`src/rtl/inst_fetch_pkg.sv`:
```
// -----------------------------------------------------------------------------
// inst_fetch_pkg
// Shared types for the instruction-fetch stage: fetch FSM state encoding,
// the fetch FIFO entry layout and the default reset PC.
// Optional feature macro: INST_FETCH_ADEL_EN adds the address-error (adel)
// field to each FIFO entry.
// -----------------------------------------------------------------------------
package inst_fetch_pkg;

  localparam logic [31:0] RESET_PC_DEF = 32'hbfc00000;

  typedef enum logic [1:0] {
    S_IDLE      = 2'd0,
    S_WAIT_ADDR = 2'd1,
    S_WAIT_DATA = 2'd2,
    S_CANCEL    = 2'd3
  } fetch_state_e;

  typedef struct packed {
    logic [31:0] pc;
    logic [31:0] inst;
`ifdef INST_FETCH_ADEL_EN
    logic        adel;
`endif
  } fetch_entry_t;

endpackage

```
`src/rtl/fetch_fifo.sv`:
```
// -----------------------------------------------------------------------------
// fetch_fifo
// Small circular buffer holding fetched {pc, inst[, adel]} entries.
// Ports:
//   clk, rst   clock, synchronous active-high reset (all slots <= RESET_VAL)
//   i_push     write i_din at the tail
//   i_pop      drop the head (ignored when empty)
//   i_clear    empty the buffer; overrides push and pop in the same edge
//   i_din      entry to write
//   o_count    number of valid entries
//   o_head     entry at the head (stale contents when o_count == 0)
// The caller guarantees no push while full.
// -----------------------------------------------------------------------------
module fetch_fifo #(
  parameter int             DEPTH     = 2,
  parameter int             W         = 64,
  parameter logic [W-1:0]   RESET_VAL = '0
) (
  input  logic                     clk,
  input  logic                     rst,
  input  logic                     i_push,
  input  logic                     i_pop,
  input  logic                     i_clear,
  input  logic [W-1:0]             i_din,
  output logic [$clog2(DEPTH):0]   o_count,
  output logic [W-1:0]             o_head
);

  localparam int AW = $clog2(DEPTH);

  logic [W-1:0]  r_mem [DEPTH];
  logic [AW-1:0] r_wr_ptr;
  logic [AW-1:0] r_rd_ptr;
  logic [AW:0]   r_count;
  logic          w_pop;

  assign w_pop   = i_pop & (r_count != '0);
  assign o_count = r_count;
  assign o_head  = r_mem[r_rd_ptr];

  always_ff @(posedge clk) begin
    if (rst) begin
      r_wr_ptr <= '0;
      r_rd_ptr <= '0;
      r_count  <= '0;
      for (int i = 0; i < DEPTH; i++) r_mem[i] <= RESET_VAL;
    end else if (i_clear) begin
      r_wr_ptr <= '0;
      r_rd_ptr <= '0;
      r_count  <= '0;
    end else begin
      if (i_push) begin
        r_mem[r_wr_ptr] <= i_din;
        r_wr_ptr        <= r_wr_ptr + 1'b1;
      end
      if (w_pop) r_rd_ptr <= r_rd_ptr + 1'b1;
      r_count <= r_count + (AW+1)'(i_push) - (AW+1)'(w_pop);
    end
  end

endmodule

```
`src/rtl/inst_fetch_ctrl.sv`:
```
// -----------------------------------------------------------------------------
// inst_fetch_ctrl
// Instruction-fetch stage between the pc register and an SRAM-like
// req/addr_ok/data_ok instruction bus. Keeps at most one request in flight,
// drops responses made stale by flush, and buffers fetched words with their
// PCs in fetch_fifo, which feeds decode through a valid/ready handshake.
// Ports:
//   clk, rst                      clock, synchronous active-high reset
//   pc_addr, pc_valid, pc_ready   fetch address from pc; pc_ready = accepted
//   flush                         discard buffered and in-flight fetches
//   inst_req, inst_addr           bus request / address
//   inst_addr_ok, inst_data_ok    bus address accept / data return
//   inst_rdata                    returned instruction word
//   id_valid, id_ready            decode handshake on the FIFO head
//   id_pc, id_inst, id_adel       head entry fields
// Optional feature macro: INST_FETCH_ADEL_EN -- misaligned fetch addresses
// are not sent to the bus; an entry flagged id_adel=1 is queued instead.
// -----------------------------------------------------------------------------
module inst_fetch_ctrl
  import inst_fetch_pkg::*;
#(
  parameter int          DEPTH    = 2,
  parameter logic [31:0] RESET_PC = RESET_PC_DEF
) (
  input  logic        clk,
  input  logic        rst,
  input  logic [31:0] pc_addr,
  input  logic        pc_valid,
  output logic        pc_ready,
  input  logic        flush,
  output logic        inst_req,
  output logic [31:0] inst_addr,
  input  logic        inst_addr_ok,
  input  logic        inst_data_ok,
  input  logic [31:0] inst_rdata,
  output logic        id_valid,
  input  logic        id_ready,
  output logic [31:0] id_pc,
  output logic [31:0] id_inst,
  output logic        id_adel
);

  localparam int CW = $clog2(DEPTH) + 1;

`ifdef INST_FETCH_ADEL_EN
  localparam fetch_entry_t RESET_ENTRY = '{pc: RESET_PC, inst: 32'h0, adel: 1'b0};
`else
  localparam fetch_entry_t RESET_ENTRY = '{pc: RESET_PC, inst: 32'h0};
`endif

  fetch_state_e r_state, w_state_nxt;
  logic [31:0]  r_req_pc, w_req_pc_nxt;
  logic         r_kill, w_kill_nxt;

  logic [CW-1:0] w_count;
  logic [CW:0]   w_inflight;
  logic          w_credit;
  logic          w_misaligned;
  logic          w_push;
  logic          w_pop;
  fetch_entry_t  w_push_entry;
  fetch_entry_t  w_head;

  // A word still owed by the bus reserves a FIFO slot.
  assign w_inflight = {1'b0, w_count} + {{CW{1'b0}}, (r_state == S_WAIT_DATA)};
  assign w_credit   = w_inflight < (CW+1)'(DEPTH);

`ifdef INST_FETCH_ADEL_EN
  assign w_misaligned = pc_valid & (pc_addr[1:0] != 2'b00);
`else
  assign w_misaligned = 1'b0;
`endif

  always_comb begin
    w_state_nxt       = r_state;
    w_req_pc_nxt      = r_req_pc;
    w_kill_nxt        = r_kill;
    inst_req          = 1'b0;
    inst_addr         = r_req_pc;
    pc_ready          = 1'b0;
    w_push            = 1'b0;
    w_push_entry      = RESET_ENTRY;
    w_push_entry.pc   = r_req_pc;
    w_push_entry.inst = inst_rdata;

    case (r_state)
      S_IDLE: begin
        inst_addr = pc_addr;
        inst_req  = pc_valid & w_credit & ~flush & ~w_misaligned;
        if (inst_req) begin
          w_req_pc_nxt = pc_addr;
          if (inst_addr_ok) begin
            w_state_nxt = S_WAIT_DATA;
            pc_ready    = 1'b1;
          end else begin
            w_state_nxt = S_WAIT_ADDR;
            w_kill_nxt  = 1'b0;
          end
        end
`ifdef INST_FETCH_ADEL_EN
        else if (w_misaligned & w_credit & ~flush) begin
          // Misaligned fetch never reaches the bus; queue an error entry.
          w_push            = 1'b1;
          pc_ready          = 1'b1;
          w_push_entry.pc   = pc_addr;
          w_push_entry.inst = 32'h0;
          w_push_entry.adel = 1'b1;
        end
`endif
      end

      S_WAIT_ADDR: begin
        // Address must stay on the bus until accepted, even across flush;
        // kill remembers that the eventual response is stale.
        inst_req = 1'b1;
        if (flush) w_kill_nxt = 1'b1;
        if (inst_addr_ok) begin
          pc_ready    = ~flush & ~r_kill;
          w_state_nxt = (flush | r_kill) ? S_CANCEL : S_WAIT_DATA;
          w_kill_nxt  = 1'b0;
        end
      end

      S_WAIT_DATA: begin
        if (inst_data_ok) begin
          w_push      = ~flush;
          w_state_nxt = S_IDLE;
        end else if (flush) begin
          w_state_nxt = S_CANCEL;
        end
      end

      S_CANCEL: begin
        if (inst_data_ok) w_state_nxt = S_IDLE;
      end

      default: w_state_nxt = S_IDLE;
    endcase

    if (rst) begin
      inst_req  = 1'b0;
      inst_addr = 32'h0;
      pc_ready  = 1'b0;
      w_push    = 1'b0;
    end
  end

  // ---- state register stage ----
  always_ff @(posedge clk) begin
    if (rst) begin
      r_state <= S_IDLE;
      r_kill  <= 1'b0;
    end else begin
      r_state <= w_state_nxt;
      r_kill  <= w_kill_nxt;
    end
  end

  always_ff @(posedge clk) begin
    r_req_pc <= w_req_pc_nxt;
  end

  // ---- fetch buffer stage ----
  assign w_pop = id_valid & id_ready;

  fetch_fifo #(
    .DEPTH     (DEPTH),
    .W         ($bits(fetch_entry_t)),
    .RESET_VAL (RESET_ENTRY)
  ) u_fifo (
    .clk     (clk),
    .rst     (rst),
    .i_push  (w_push),
    .i_pop   (w_pop),
    .i_clear (flush),
    .i_din   (w_push_entry),
    .o_count (w_count),
    .o_head  (w_head)
  );

  assign id_valid = (w_count != '0);
  assign id_pc    = w_head.pc;
  assign id_inst  = w_head.inst;
`ifdef INST_FETCH_ADEL_EN
  assign id_adel  = w_head.adel;
`else
  assign id_adel  = 1'b0;
`endif

endmodule

```
`config.mk`:
```
export PLATFORM = sky130hd
export DESIGN_NAME = inst_fetch_ctrl
export DESIGN_NICKNAME = d
export VERILOG_FILES = /design/src/rtl/inst_fetch_pkg.sv /design/src/rtl/fetch_fifo.sv /design/src/rtl/inst_fetch_ctrl.sv
export SDC_FILE = /design/constraint.sdc
export NUM_CORES = 1
export LEC_CHECK = 0
export BUFFER_PORTS_ARGS = -buffer_cell sky130_fd_sc_hd__buf_2
export CAP_MARGIN = 20
export CELL_PAD_IN_SITES_DETAIL_PLACEMENT = 2
export CELL_PAD_IN_SITES_GLOBAL_PLACEMENT = 2
export CORE_MARGIN = 2
export CORE_UTILIZATION = 33
export CTS_CLUSTER_DIAMETER = 100
export CTS_CLUSTER_SIZE = 8
export DETAILED_ROUTE_END_ITERATION = 10
export PLACE_DENSITY_LB_ADDON = 0.08
export SYNTH_ARGS = -nofsm -noshare
export SYNTH_HDL_FRONTEND = slang
export SYNTH_HIERARCHICAL = 1
export SYNTH_SLANG_ARGS = --single-unit
```
`constraint.sdc`:
```
create_clock -name clk -period 4.06 [get_ports clk]
set_input_delay 1.015 -clock clk [delete_from_list [all_inputs] [get_ports clk]]
set_output_delay 1.015 -clock clk [all_outputs]
set_load 0.01 [all_outputs]
```
After elaboration in Yosys (flattened, before gate mapping)
Memories as Yosys holds them, arrays and structs flattened. A register that Yosys moved wholly into a read port is not among the register bits.
Cells that the tools add are included.
{"block": "op_classes", "eq_ne": 9, "n_lt_le_gt_ge": 1, "n_addsub": 5, "n_mux": 36, "n_reduce_logical": 8, "n_bitwise": 8}
{"operator": "2-to-1 mux 32 bit", "count": 2}
{"operator": "2-to-1 mux 64 bit", "count": 1}
{"operator": "OR reduction 64 bit", "count": 1}
{"operator": "2-to-1 mux 1 bit", "count": 23}
{"operator": "2-to-1 mux 2 bit", "count": 6}
{"operator": "inequality test 2 bit (second input constant)", "count": 4}
{"operator": "one-hot mux 2 bit (4 select lines)", "count": 1}
{"operator": "AND reduction 4 bit", "count": 2}
{"operator": "inequality test 3 bit (second input constant)", "count": 2}
{"operator": "one-hot mux 1 bit (2 select lines)", "count": 3}
{"operator": "AND 1 bit", "count": 5}
{"operator": "== test 2 bit (second input constant)", "count": 2}
{"operator": "nonzero test 2 bit", "count": 2}
{"operator": "adder 2 x 1 -> 3 bit", "count": 1}
{"operator": "< comparator 3 x 2 -> 1 bit (second input constant)", "count": 1}
{"operator": "adder 1 bit (second input constant)", "count": 2}
{"operator": "adder 2 x 1 -> 2 bit", "count": 1}
{"operator": "== test 2 x 1 -> 1 bit (second input constant)", "count": 1}
{"operator": "logical NOT 2 bit", "count": 1}
{"operator": "inverter 1 bit", "count": 2}
{"operator": "AND reduction 2 bit", "count": 1}
{"operator": "OR reduction 2 bit", "count": 1}
{"operator": "subtractor 2 x 1 -> 2 bit", "count": 1}
{"operator": "OR 1 bit", "count": 1}
{"block": "word_totals", "in_bits": 71, "wordCells": 74, "register_bits": 39, "mem_bits_rw": 128, "mem_count": 1}
{"name": "u_fifo.r_mem", "depth": 2, "width": 64, "rd": 1, "rd_ports_with_merged_regs": 1, "wr": 2, "line_no": "fetch_fifo.sv:31", "rtl": "logic [W-1:0] r_mem [DEPTH];"}

Depth between registers and ports, before layout
{"block": "depth", "word_depth": 10, "mapped_depth": 8, "ltp_nobuf": 8}

Modules after synthesis
The synthesis kept the hierarchy.
{"mod": "fetch_fifo", "area_each_um2": 5895.7, "cells_each": 390, "seq_area_each_um2": 3943.8, "instances": 1}
{"mod": "inst_fetch_ctrl", "area_each_um2": 1639.1, "cells_each": 168, "seq_area_each_um2": 1021.0, "instances": 1}

Worst setup path before layout
Ideal clock, no wire load.
{"block": "synth_path", "path_kind": "in2reg", "startpoint": "input port rst", "endpoint": "memory u_fifo.r_mem[0][0], enable pin", "arrival_ps": 3531, "slack_ps": 108, "path_stages": 6, "required_ps": 3639, "path_buffers": 3, "cell_sequence": "buf_2 -> nor4_1 -> nor2b_2 -> buf_4 -> buf_4 -> a21o_1"}
{"item": "from (decl)", "line_no": "inst_fetch_ctrl.sv:26", "rtl": "input logic rst,"}
{"item": "to (decl)", "line_no": "fetch_fifo.sv:31"}

Worst setup path in the final report
{"block": "layout_path", "startpoint": "input port flush", "endpoint": "output port pc_ready"}
{"block": "layout_between", "elab_chain_cells": 5, "elab_cells_between_ends": 7, "cone_classes": "mux: 4; bitwise: 3"}
{"item": "from (decl)", "line_no": "inst_fetch_ctrl.sv:30", "rtl": "input logic flush,"}
{"item": "inverter 1 bit (*)", "line_no": "inst_fetch_ctrl.sv:89, inst_fetch_ctrl.sv:118"}
{"item": "AND 1 bit, on equally long branches", "line_no": "inst_fetch_ctrl.sv:118, inst_fetch_ctrl.sv:89"}
{"item": "2-to-1 mux 1 bit, on equally long branches", "line_no": "inst_fetch_ctrl.sv:117, inst_fetch_ctrl.sv:90"}
{"item": "one-hot mux 1 bit (2 select lines) (*)", "line_no": "inst_fetch_ctrl.sv:86", "rtl": "case (r_state)"}
{"item": "2-to-1 mux 1 bit (*)", "line_no": "inst_fetch_ctrl.sv:140", "rtl": "if (rst) begin"}
{"item": "to (decl)", "line_no": "inst_fetch_ctrl.sv:29", "rtl": "output logic pc_ready,"}
Mark *: on every way between the ends. The rest lies on a longest branch, timed or not.

==> summary by stage <==
Detailed routing
The post-detailed-route wirelength per cell is 19.8 um. After detailed routing, the number of remaining DRC violations is 0. In the routed layout, each cell is associated on average with a via count of roughly 5.

The via count is 5009. In this run the remaining antenna-violating nets after routing total 0. The detailed-routing iteration count for the pre-antenna-repair pass is 5.

The iteration-0 DRC count of the detailed router is approximately 200. The total routed wirelength is about 20 mm.

Finish
The post-route netlist has roughly 40% of its cells at a drive strength greater than 1. Compared with the post-synthesis result, the final layout area differs by 21.7%. Leaving out fill and tap cells, the most frequent cell in the layout is sky130_fd_sc_hd__buf_2. The net count of the finished layout is between 700 and 800. The number of non-filler instances in the completed layout is 1010.

In the layout the commonest cells are sky130_fd_sc_hd__buf_2 (169), sky130_fd_sc_hd__edfxtp_1 (160), sky130_fd_sc_hd__and3_1 (111), sky130_fd_sc_hd__nand2_1 (83), sky130_fd_sc_hd__mux2_2 (66).

Placement
The instance count after placement with tap cells included is 976. The final estimated routing congestion in global placement is roughly 0.76. Port buffering added 169 buffers.

Detailed placement ended at an HPWL of 12.9 mm.

STA
Adding up every negative setup slack in the final design gives 0 ps. Setup violations remaining at the end of the flow were counted as 0. The max-slew violation total from the final report is 0. The clock arrives with 12.3 ps of skew. Subtracting the final worst setup slack from the clock period gives about 3400 ps. Setup repair after global routing left no endpoint under its margin. For the pin with the worst max-slew slack, the measured transition is approximately 940 ps. Headroom to the max-slew limit came out at between 30% and 40%.

The final number of hold-violating endpoints is 0. The highest clock frequency the design can meet is 295 MHz. Of the available clock period, the critical path in the final layout requires 83.4%.

CTS
TritonCTS created 17 clock buffers. The clock sink count is 168. The clock transition at the register clock pins on the worst setup and hold paths after CTS is 70 ps. The later pin in the worst-skew pair is clocked with a latency of approximately 430 ps. Buffers added to address setup during post-CTS repair amount to 0. The maximum level of the CTS H-tree is 4. TritonCTS built the clock tree. The number of resized instances in the post-cts repair step is 0. CTS placed an instance of sky130_fd_sc_hd__clkbuf_16 at the clock tree root. The number of hold buffers added after CTS was 0. No sink is reached through more buffers than the 2 on the longest clock path.

Power and ir drop
The worst-case IR drop observed on VDD is approximately 0.29 mV. The areal power density over the cells is 424 mW/mm^2. In this run the static leakage power is about 0.004 uW.

Floorplan
From bottom edge to top edge, the die measures 155 um. The number of placement rows is 55. Once the floorplan was initialized, standard cells occupied between 30% and 40% of the core. The die outline width is ~160 um. The area of the placeable core is 0.0225 mm^2. 171 I/O pins were placed. The die area is roughly 0.024 mm^2.

Synthesis
The post-synthesis net count is 631. Counting every instance in the synthesized netlist gives between 500 and 600. In the synthesized netlist the async set-or-reset flop fraction comes to 0%. Sequential elements use about two thirds of the synthesized area. The netlist uses 34 different library cells.

The count of synthesis-stage warnings from yosys is 6. The most used flip-flop cell after synthesis is sky130_fd_sc_hd__edfxtp_1. The cell area that synthesis handed to floorplanning was roughly 0.0075 mm^2. The number of storage elements in the synthesis netlist is approximately 170.

Each instance of the synthesized netlist takes up on average about 14 um^2. The number of enable-type register cells in the synthesized netlist is 160.

GRT
The total global-route track usage is 17.0%. The via count of the first global-routing pass is around 5300. The remaining global-route overflow is 0. The number of antenna violations at the first check in global routing is 1. The global-route wire length before repair is approximately 31 mm. The pin count of the biggest net entering global routing is 93.

Setup path
On the critical path, the stage with the largest delay is an instance of sky130_fd_sc_hd__or3b_4. The count of buffer and inverter cells on the critical path is 2. The largest fanout on the critical path is 20. The startpoint kind of the worst setup timing path is an input pin.

Among the stages of the critical path, the cell type that occurs most often is sky130_fd_sc_hd__buf_2. The category of cells accounting for the largest share of critical-path delay is simple AND/OR/NAND/NOR gates. The worst setup path is captured at an output pin. The data required time at the worst endpoint is 3040 ps. STA puts the critical path data arrival time at ~2400 ps. The critical path goes through buf_2, or3b_4, a211oi_4, and3_1, buf_2.

The largest single stage delay on the critical path is 460 ps. The worst setup path category is input pin to output pin.

Min path
The path type of the worst min-delay path is flop to flop.

Flow run
The number of maximum-capacitance constraint violations is 0.

Run status
The run finished with clean final reports.
==> layer usage <==
| layer | wire (um) | vias to the layer above | global-route usage (%) |
|---|---|---|---|
| met5 | 0 | - | 0 |
| li1 | - | 2357 | - |
| met1 | 9240 | 2507 | 22.3 |
| met4 | 206 | 0 | 5.03 |
| met2 | 9660 | 129 | 28.4 |
| met3 | 846 | 16 | 3.54 |
==> metrics by stage <==
| stage | util, % | worst slack, ps | hold WS [ps] | total power [uW] | instance area, um^2 |
|---|---|---|---|---|---|
| after floorplan | - | 108 | 477 | 2190 | 7530 |
| after global placement | 38.1 | 752 | 499 | 2340 | 8580 |
| after detailed placement | 38.1 | 678 | 571 | 2360 | 8580 |
| after CTS | 40.6 | 671 | 580 | 3940 | 9150 |
| after global routing | 40.7 | 618 | 623 | 4040 | 9170 |
| final | 40.7 | 675 | 582 | 3880 | 9170 |
==> worst min-delay path, cell delays in order, from the launching register on <==
cell and delay [ps]:
sky130_fd_sc_hd__dfxtp_1 310, sky130_fd_sc_hd__o311ai_0 80, sky130_fd_sc_hd__o21ai_0 120
==> where the power goes <==
part | total, uW | switching, uW | internal (uW)
registers | 1980 | 26.0 | 1950
clock network | 1570 | 716 | 858
logic | 331 | 210 | 121
==> layout make-up <==
class / count / area, um^2
diodes: 1 / 2.50
clock buffers: 17 / 425
clock inverters: 15 / 140
fillers: 2299 / 13300
inverters: 7 / 26.3
multi-input cells: 335 / 2260
flip-flops and latches: 168 / 4970
well taps: 285 / 357
repair buffers: 182 / 993
==> sequential cells by signal (all words and copies together) (netlist names), named ones only <==
register,flops
u_fifo/r_mem,128
u_fifo/r_rd_ptr,1
r_state,2
r_kill,1
u_fifo/o_count,2
r_req_pc,32
u_fifo/r_wr_ptr,1
==> worst paths after layout <==
check	startpoint	endpoint	slack (ps)	cells after the start
min reg2reg	r_kill	r_kill	580	2
max reg2reg	r_state[1]	r_req_pc[19]	1650	3
min	r_kill	r_kill	580	2
max	flush	pc_ready	670	5
==> cell usage after synthesis (3+ instances only) <==
cell type                    n  area share (%)
sky130_fd_sc_hd__a21oi_1    32             2.1
sky130_fd_sc_hd__and2_1      3            0.25
sky130_fd_sc_hd__and3_1    111             9.2
sky130_fd_sc_hd__buf_2      15             1.0
sky130_fd_sc_hd__buf_4      11             1.1
sky130_fd_sc_hd__buf_6      10             1.5
sky130_fd_sc_hd__clkbuf_1    9            0.45
sky130_fd_sc_hd__clkbuf_2    3            0.20
sky130_fd_sc_hd__dfxtp_1     8             2.1
sky130_fd_sc_hd__edfxtp_1  160              64
sky130_fd_sc_hd__inv_1       7            0.35
sky130_fd_sc_hd__mux2_2     66             9.9
sky130_fd_sc_hd__nand2_1    83             4.1
sky130_fd_sc_hd__nor3_1     14            0.93
==> cell families after synthesis <==
group           Yosys count  share of synthesized area (%)
simple gates            222                           15.5
flops                   168                           65.9
mux                      66                           9.86
buf+inv                  55                           4.58
compound gates           42                           3.32
fa+ha+maj                 2                          0.332
xor+xnor                  2                          0.415
other cells               1                         0.0498
(Power assumes the default switching activity.)
